==> config.mk <==
export PLATFORM = sky130hd
export DESIGN_NAME = fp_result_arbiter
export DESIGN_NICKNAME = d
export VERILOG_FILES = /design/src/rtl/fp_alu_pkg.sv /design/src/rtl/fp_sel_fifo.sv /design/src/rtl/fp_result_arbiter.sv
export SDC_FILE = /design/constraint.sdc
export NUM_CORES = 1
export LEC_CHECK = 0
export CORE_MARGIN = 2
export CORE_UTILIZATION = 25
export DETAILED_ROUTE_END_ITERATION = 16
export GPL_ROUTABILITY_DRIVEN = 0
export PLACE_DENSITY = 0.64
export SLEW_MARGIN = 10
export SYNTH_ARGS = -nofsm -noshare
export SYNTH_HDL_FRONTEND = slang
export SYNTH_SLANG_ARGS = --single-unit
==> constraint.sdc <==
create_clock -name clk -period 2 [get_ports clk]
set_input_delay 0.2 -clock clk [delete_from_list [all_inputs] [get_ports clk]]
set_output_delay 0.2 -clock clk [all_outputs]
set_load 0.02 [all_outputs]
==> src/rtl/fp_alu_pkg.sv <==
// Shared FP ALU definitions: unit select codes and the default result width.
// Used by the legacy ALU result mux and by fp_result_arbiter.
package fp_alu_pkg;

  localparam int FP_WIDTH      = 32;
  localparam int NUM_SEL_CODES = 4;

  typedef enum logic [1:0] {
    SEL_ADD = 2'd0,
    SEL_SUB = 2'd1,
    SEL_MUL = 2'd2,
    SEL_DIV = 2'd3
  } fp_sel_e;

  // A select is legal only when it names an instantiated execution unit.
  function automatic logic sel_is_legal(input int unsigned sel, input int unsigned num_units);
    return sel < num_units;
  endfunction

endpackage

==> src/rtl/fp_sel_fifo.sv <==
// In-order queue of issued unit selects. Pointers carry one extra wrap bit
// so full and empty are told apart without a separate counter register.
module fp_sel_fifo #(
  parameter int W     = 2,
  parameter int DEPTH = 4
) (
  input  logic                       clk,
  input  logic                       rst,
  input  logic                       push,
  input  logic [W-1:0]               push_data,
  input  logic                       pop,
  output logic [W-1:0]               head,
  output logic                       full,
  output logic                       empty,
  output logic [$clog2(DEPTH+1)-1:0] count
);

  localparam int AW = $clog2(DEPTH);
  localparam int CW = $clog2(DEPTH+1);

  logic [W-1:0] mem [DEPTH];
  logic [AW:0]  wr_ptr;
  logic [AW:0]  rd_ptr;
  logic [AW:0]  diff;
  logic         do_push;
  logic         do_pop;

  assign do_push = push && !full;
  assign do_pop  = pop && !empty;

  assign empty = (wr_ptr == rd_ptr);
  assign full  = (wr_ptr[AW] != rd_ptr[AW]) && (wr_ptr[AW-1:0] == rd_ptr[AW-1:0]);
  assign head  = mem[rd_ptr[AW-1:0]];

  // Modular pointer difference is the occupancy, including the full case.
  assign diff  = wr_ptr - rd_ptr;
  assign count = CW'(diff);

  always_ff @(posedge clk or posedge rst) begin
    if (rst) begin
      wr_ptr <= '0;
      rd_ptr <= '0;
    end else begin
      if (do_push) wr_ptr <= wr_ptr + 1'b1;
      if (do_pop)  rd_ptr <= rd_ptr + 1'b1;
    end
  end

  always_ff @(posedge clk) begin
    if (do_push) mem[wr_ptr[AW-1:0]] <= push_data;
  end

endmodule

==> src/rtl/fp_result_arbiter.sv <==
// Registered, in-order FP result arbiter: queues issued selects, waits for the
// head unit's result, acks it and presents it on a valid/ready output port.
module fp_result_arbiter
  import fp_alu_pkg::*;
#(
  parameter int WIDTH     = FP_WIDTH,
  parameter int NUM_UNITS = 4,
  parameter int DEPTH     = 4,
  parameter int SEL_W     = $clog2(NUM_UNITS)
) (
  input  logic                       clk,
  input  logic                       rst,
  input  logic                       issue_valid,
  input  logic [SEL_W-1:0]           issue_sel,
  output logic                       issue_ready,
  input  logic [NUM_UNITS*WIDTH-1:0] unit_result,
  input  logic [NUM_UNITS-1:0]       unit_valid,
  output logic [NUM_UNITS-1:0]       unit_ack,
  output logic                       out_valid,
  input  logic                       out_ready,
  output logic [WIDTH-1:0]           out_data,
  output logic [SEL_W-1:0]           out_sel,
  output logic [$clog2(DEPTH+1)-1:0] pending,
  output logic                       err_sel
);

  logic             q_full;
  logic             q_empty;
  logic [SEL_W-1:0] head;
  logic             legal;
  logic             push;
  logic             capture;
  logic             head_valid;
  logic [WIDTH-1:0] head_data;

  fp_sel_fifo #(
    .W     (SEL_W),
    .DEPTH (DEPTH)
  ) u_sel_fifo (
    .clk       (clk),
    .rst       (rst),
    .push      (push),
    .push_data (issue_sel),
    .pop       (capture),
    .head      (head),
    .full      (q_full),
    .empty     (q_empty),
    .count     (pending)
  );

  // No bypass: a pop in the same cycle does not free a slot for this issue.
  assign issue_ready = !q_full;
  assign legal       = sel_is_legal(32'(issue_sel), NUM_UNITS);
  assign push        = issue_valid && issue_ready && legal;

  always_comb begin
    head_valid = 1'b0;
    head_data  = '0;
    for (int i = 0; i < NUM_UNITS; i++) begin
      if (head == SEL_W'(i)) begin
        head_valid = unit_valid[i];
        head_data  = unit_result[i*WIDTH +: WIDTH];
      end
    end
  end

  assign capture = !q_empty && head_valid && (!out_valid || out_ready);

  // Only the head unit is ever acked; valids from other units wait their turn.
  always_comb begin
    unit_ack = '0;
    for (int i = 0; i < NUM_UNITS; i++) begin
      unit_ack[i] = capture && (head == SEL_W'(i));
    end
  end

  always_ff @(posedge clk or posedge rst) begin
    if (rst) begin
      out_valid <= 1'b0;
      out_data  <= '0;
      out_sel   <= '0;
    end else if (capture) begin
      out_valid <= 1'b1;
      out_data  <= head_data;
      out_sel   <= head;
    end else if (out_valid && out_ready) begin
      out_valid <= 1'b0;
    end
  end

  always_ff @(posedge clk or posedge rst) begin
    if (rst) begin
      err_sel <= 1'b0;
    end else if (issue_valid && issue_ready && !legal) begin
      err_sel <= 1'b1;
    end
  end

endmodule

==> results_dict.tcl <==
set metrics [dict create \
    drt_wl_total_mm 10.2 \
    first_global_vias 3120 \
    rows 41 \
    fp.dieH_um 118 \
    dr.first_iter.drc_count 144 \
    fin_util_pct 45.4 \
    yosysWarnings 0 \
    crit_arrival_ps 2470 \
    cp-start-kind "register" \
    core_mm2 0.0127 \
    vias 2916 \
    grt_max_degree 35 \
    drv_slew 0 \
    period_minus_slack_ps 2290 \
    finalSetupTns_ps -10010 \
    yosysTopAreaCell "dfrtp_1" \
    dieArea_mm2 0.0139 \
    yosysTopAreaCellShare_pct 31.6 \
    antenna_found_initial 0 \
    crit_type "reg -> reg" \
    drc 0 \
    clk_latency_ps 290 \
    first_pass_iters 4 \
    cts_buffers 5 \
    endpoint_kind "register" \
    yosysMostFrequentCell "mux2_2" \
    r2r_end "out_data[8]" \
    synth_cells 285 \
    root_buffer "clkbuf_16" \
    required_ps 2180 \
    cts_max_path_buffers 2 \
    setup_viol 42 \
    dp_cells 653 \
    cts_tree "yes" \
    gr-total-overflow 0 \
    holdWs_ps 243 \
    clock-skew-final_ps 5.81 \
    synthFlopType "dfrtp_1" \
    drive_above_1_share_pct 27.6 \
    chipWidth_um 118 \
    ys_async_sr_fraction_pct 83.7 \
    ys_seq_area_share_pct 39.0 \
    synth_top_cells_by_count "mux2_2, dfrtp_1, nand2_1, mux2i_1, o21ai_0" \
    synth.top_cells.by_area "dfrtp_1, mux2_2, mux2i_1" \
    finalNonFillerCells 668 \
    area.growth.synth_to_final_pct 77.1 \
    grt_first_pass_wirelength_mm 16.3 \
    synth_edf_count 8 \
    crit_end "out_data[8]" \
    io_buffers 180 \
    htreeDepth 2 \
    max-cap-violations 0 \
    peakVddDrop_mv 1.38 \
    outcome "complete, but fails checks" \
    r2r_start "u_sel_fifo.rd_ptr[0]" \
    setup_slack_ps -292 \
    p_leak_nw 2.46 \
    synth_cell_types 33 \
    ys_ff_latch 49 \
    n_antenna_cell 0 \
    avgSynthCellArea_um2 11.4 \
    place_area_mm2 0.00545 \
    synthesis.area_mm2 0.00325 \
    path_max_fanout 11 \
    power.density_mw_per_mm2 1630 \
    fin_area_mm2 0.00575 \
    gr-usage-all-layers_pct 14.4 \
    r2r_cells 6 \
    viasPerCell 4.37 \
    max_freq_mhz 436 \
    ant_nets 0 \
    dp_hpwl_mm 7.90 \
    initial_core_util_pct 25.6 \
    wl_per_cell_um 15.2 \
    ios 182 \
    min_path_type "in -> async" \
    fin_crit_sh_pct 115 \
    cts_sinks 49 \
    fin_nets 641 \
    final_hold_viol_count 0 \
    r2r_slack_ps -290 \
    clkTransAtPathRegs_ps 70 \
    rsz0062_at_grt "yes" \
    violations "setup timing" \
    syn_nets 431 \
    crit_start "u_sel_fifo.rd_ptr[0]" \
]
layout by cell type, fill, tap and decap left out, types with 2 or more instances in the layout:
cell type and instances:
mux2i_4 3, buf_4 34, ha_4 2, mux2i_1 34, mux2_4 15, mux2_2 51, buf_12 3, dfrtp_1 40
xnor2_1 5, clkbuf_16 6, and3_1 4, clkdlybuf4s50_1 172, edfxtp_1 8, buf_6 9, o2bb2ai_1 2, inv_1 7
o21ai_1 4, nand2_1 36, o21ai_0 30, ha_1 5, dlygate4sd2_1 2
worst min path at each step:
stage            startpoint              endpoint  slack (ps)  cells past startpoint
3_5_place_dp     out_sel[0]            out_sel[0]         470                      1
4_1_cts                 rst           out_data[2]         260                      2
3_3_place_gp     out_sel[0]            out_sel[0]         480                      1
6_report                rst           out_data[2]         240                      2
2_1_floorplan  issue_sel[0]  u_sel_fifo.mem[0][0]         300                      0
5_1_grt                 rst           out_data[5]         290                      2
kinds of logic after synthesis:
| logic type | after synthesis | synth area share [%] |
|---|---|---|
| AO/OA/AOI/OAI | 38 | 6.20 |
| XOR/XNOR | 6 | 1.62 |
| adder cells (fa/ha/maj) | 8 | 3.31 |
| buffers and inverters | 28 | 5.93 |
| flip-flops | 49 | 39.0 |
| multiplexers | 105 | 36.7 |
| other | 1 | 0.115 |
| AND/OR/NAND/NOR | 50 | 7.09 |
metrics by stage:
step / setup WS [ps] / total power [mW]
finish: -292 / 9.36
global route: -357 / 10.1
CTS: -333 / 9.19
detailed placement: -344 / 8.23
global placement: -277 / 8.12
floorplan: -159 / 5.94
routing by layer:
metal | up-vias | share of wire [%] | global-route usage (%)
met3 | 10 | 7.3 | 4.31
li1 | 1428 | - | -
met2 | 108 | 51 | 26.2
met4 | 0 | 1.1 | 3.24
met1 | 1370 | 40 | 16.6
met5 | - | 0 | 0
worst max-delay path: stages, from the launching register on:
cell     delay, ps
dfrtp_2        410
mux4_4         740
mux2i_4        250
mux2i_4        180
nand2_4        120
buf_12         170
mux2_4         300
layout make-up:
| class | count | area (um2) |
|---|---|---|
| sequential | 49 | 1270 |
| multi-input combinational | 208 | 1910 |
| clock inverter | 3 | 17.5 |
| tap | 172 | 215 |
| inverter | 8 | 30.0 |
| timing repair buffer | 223 | 2190 |
| fill | 1234 | 6920 |
| clock buffer | 5 | 125 |
what timing repair did:
| item | CTS | global route |
|---|---|---|
| hold buffers | 0 | 0 |
| cloned | 0 | 1 |
| pin swaps | 1 | 2 |
| gates resized for setup | 30 | 21 |
| setup buffers | 4 | 2 |
| endpoints found under the setup margin | 45 | 44 |
registers in the layout, indices dropped and copies added, names as in the netlist:
register and count:
out_sel 2, u_sel_fifo.wr_ptr 3, out_data 32, u_sel_fifo.mem 8, u_sel_fifo.rd_ptr 3, out_valid 1
power by group:
group          leakage [nW]  internal [mW]  switching (mW)
Combinational          1.83           3.77            2.98
Clock                0.0712          0.460           0.376
Sequential            0.564           1.52           0.253
Power figures use the tool's default switching activity.
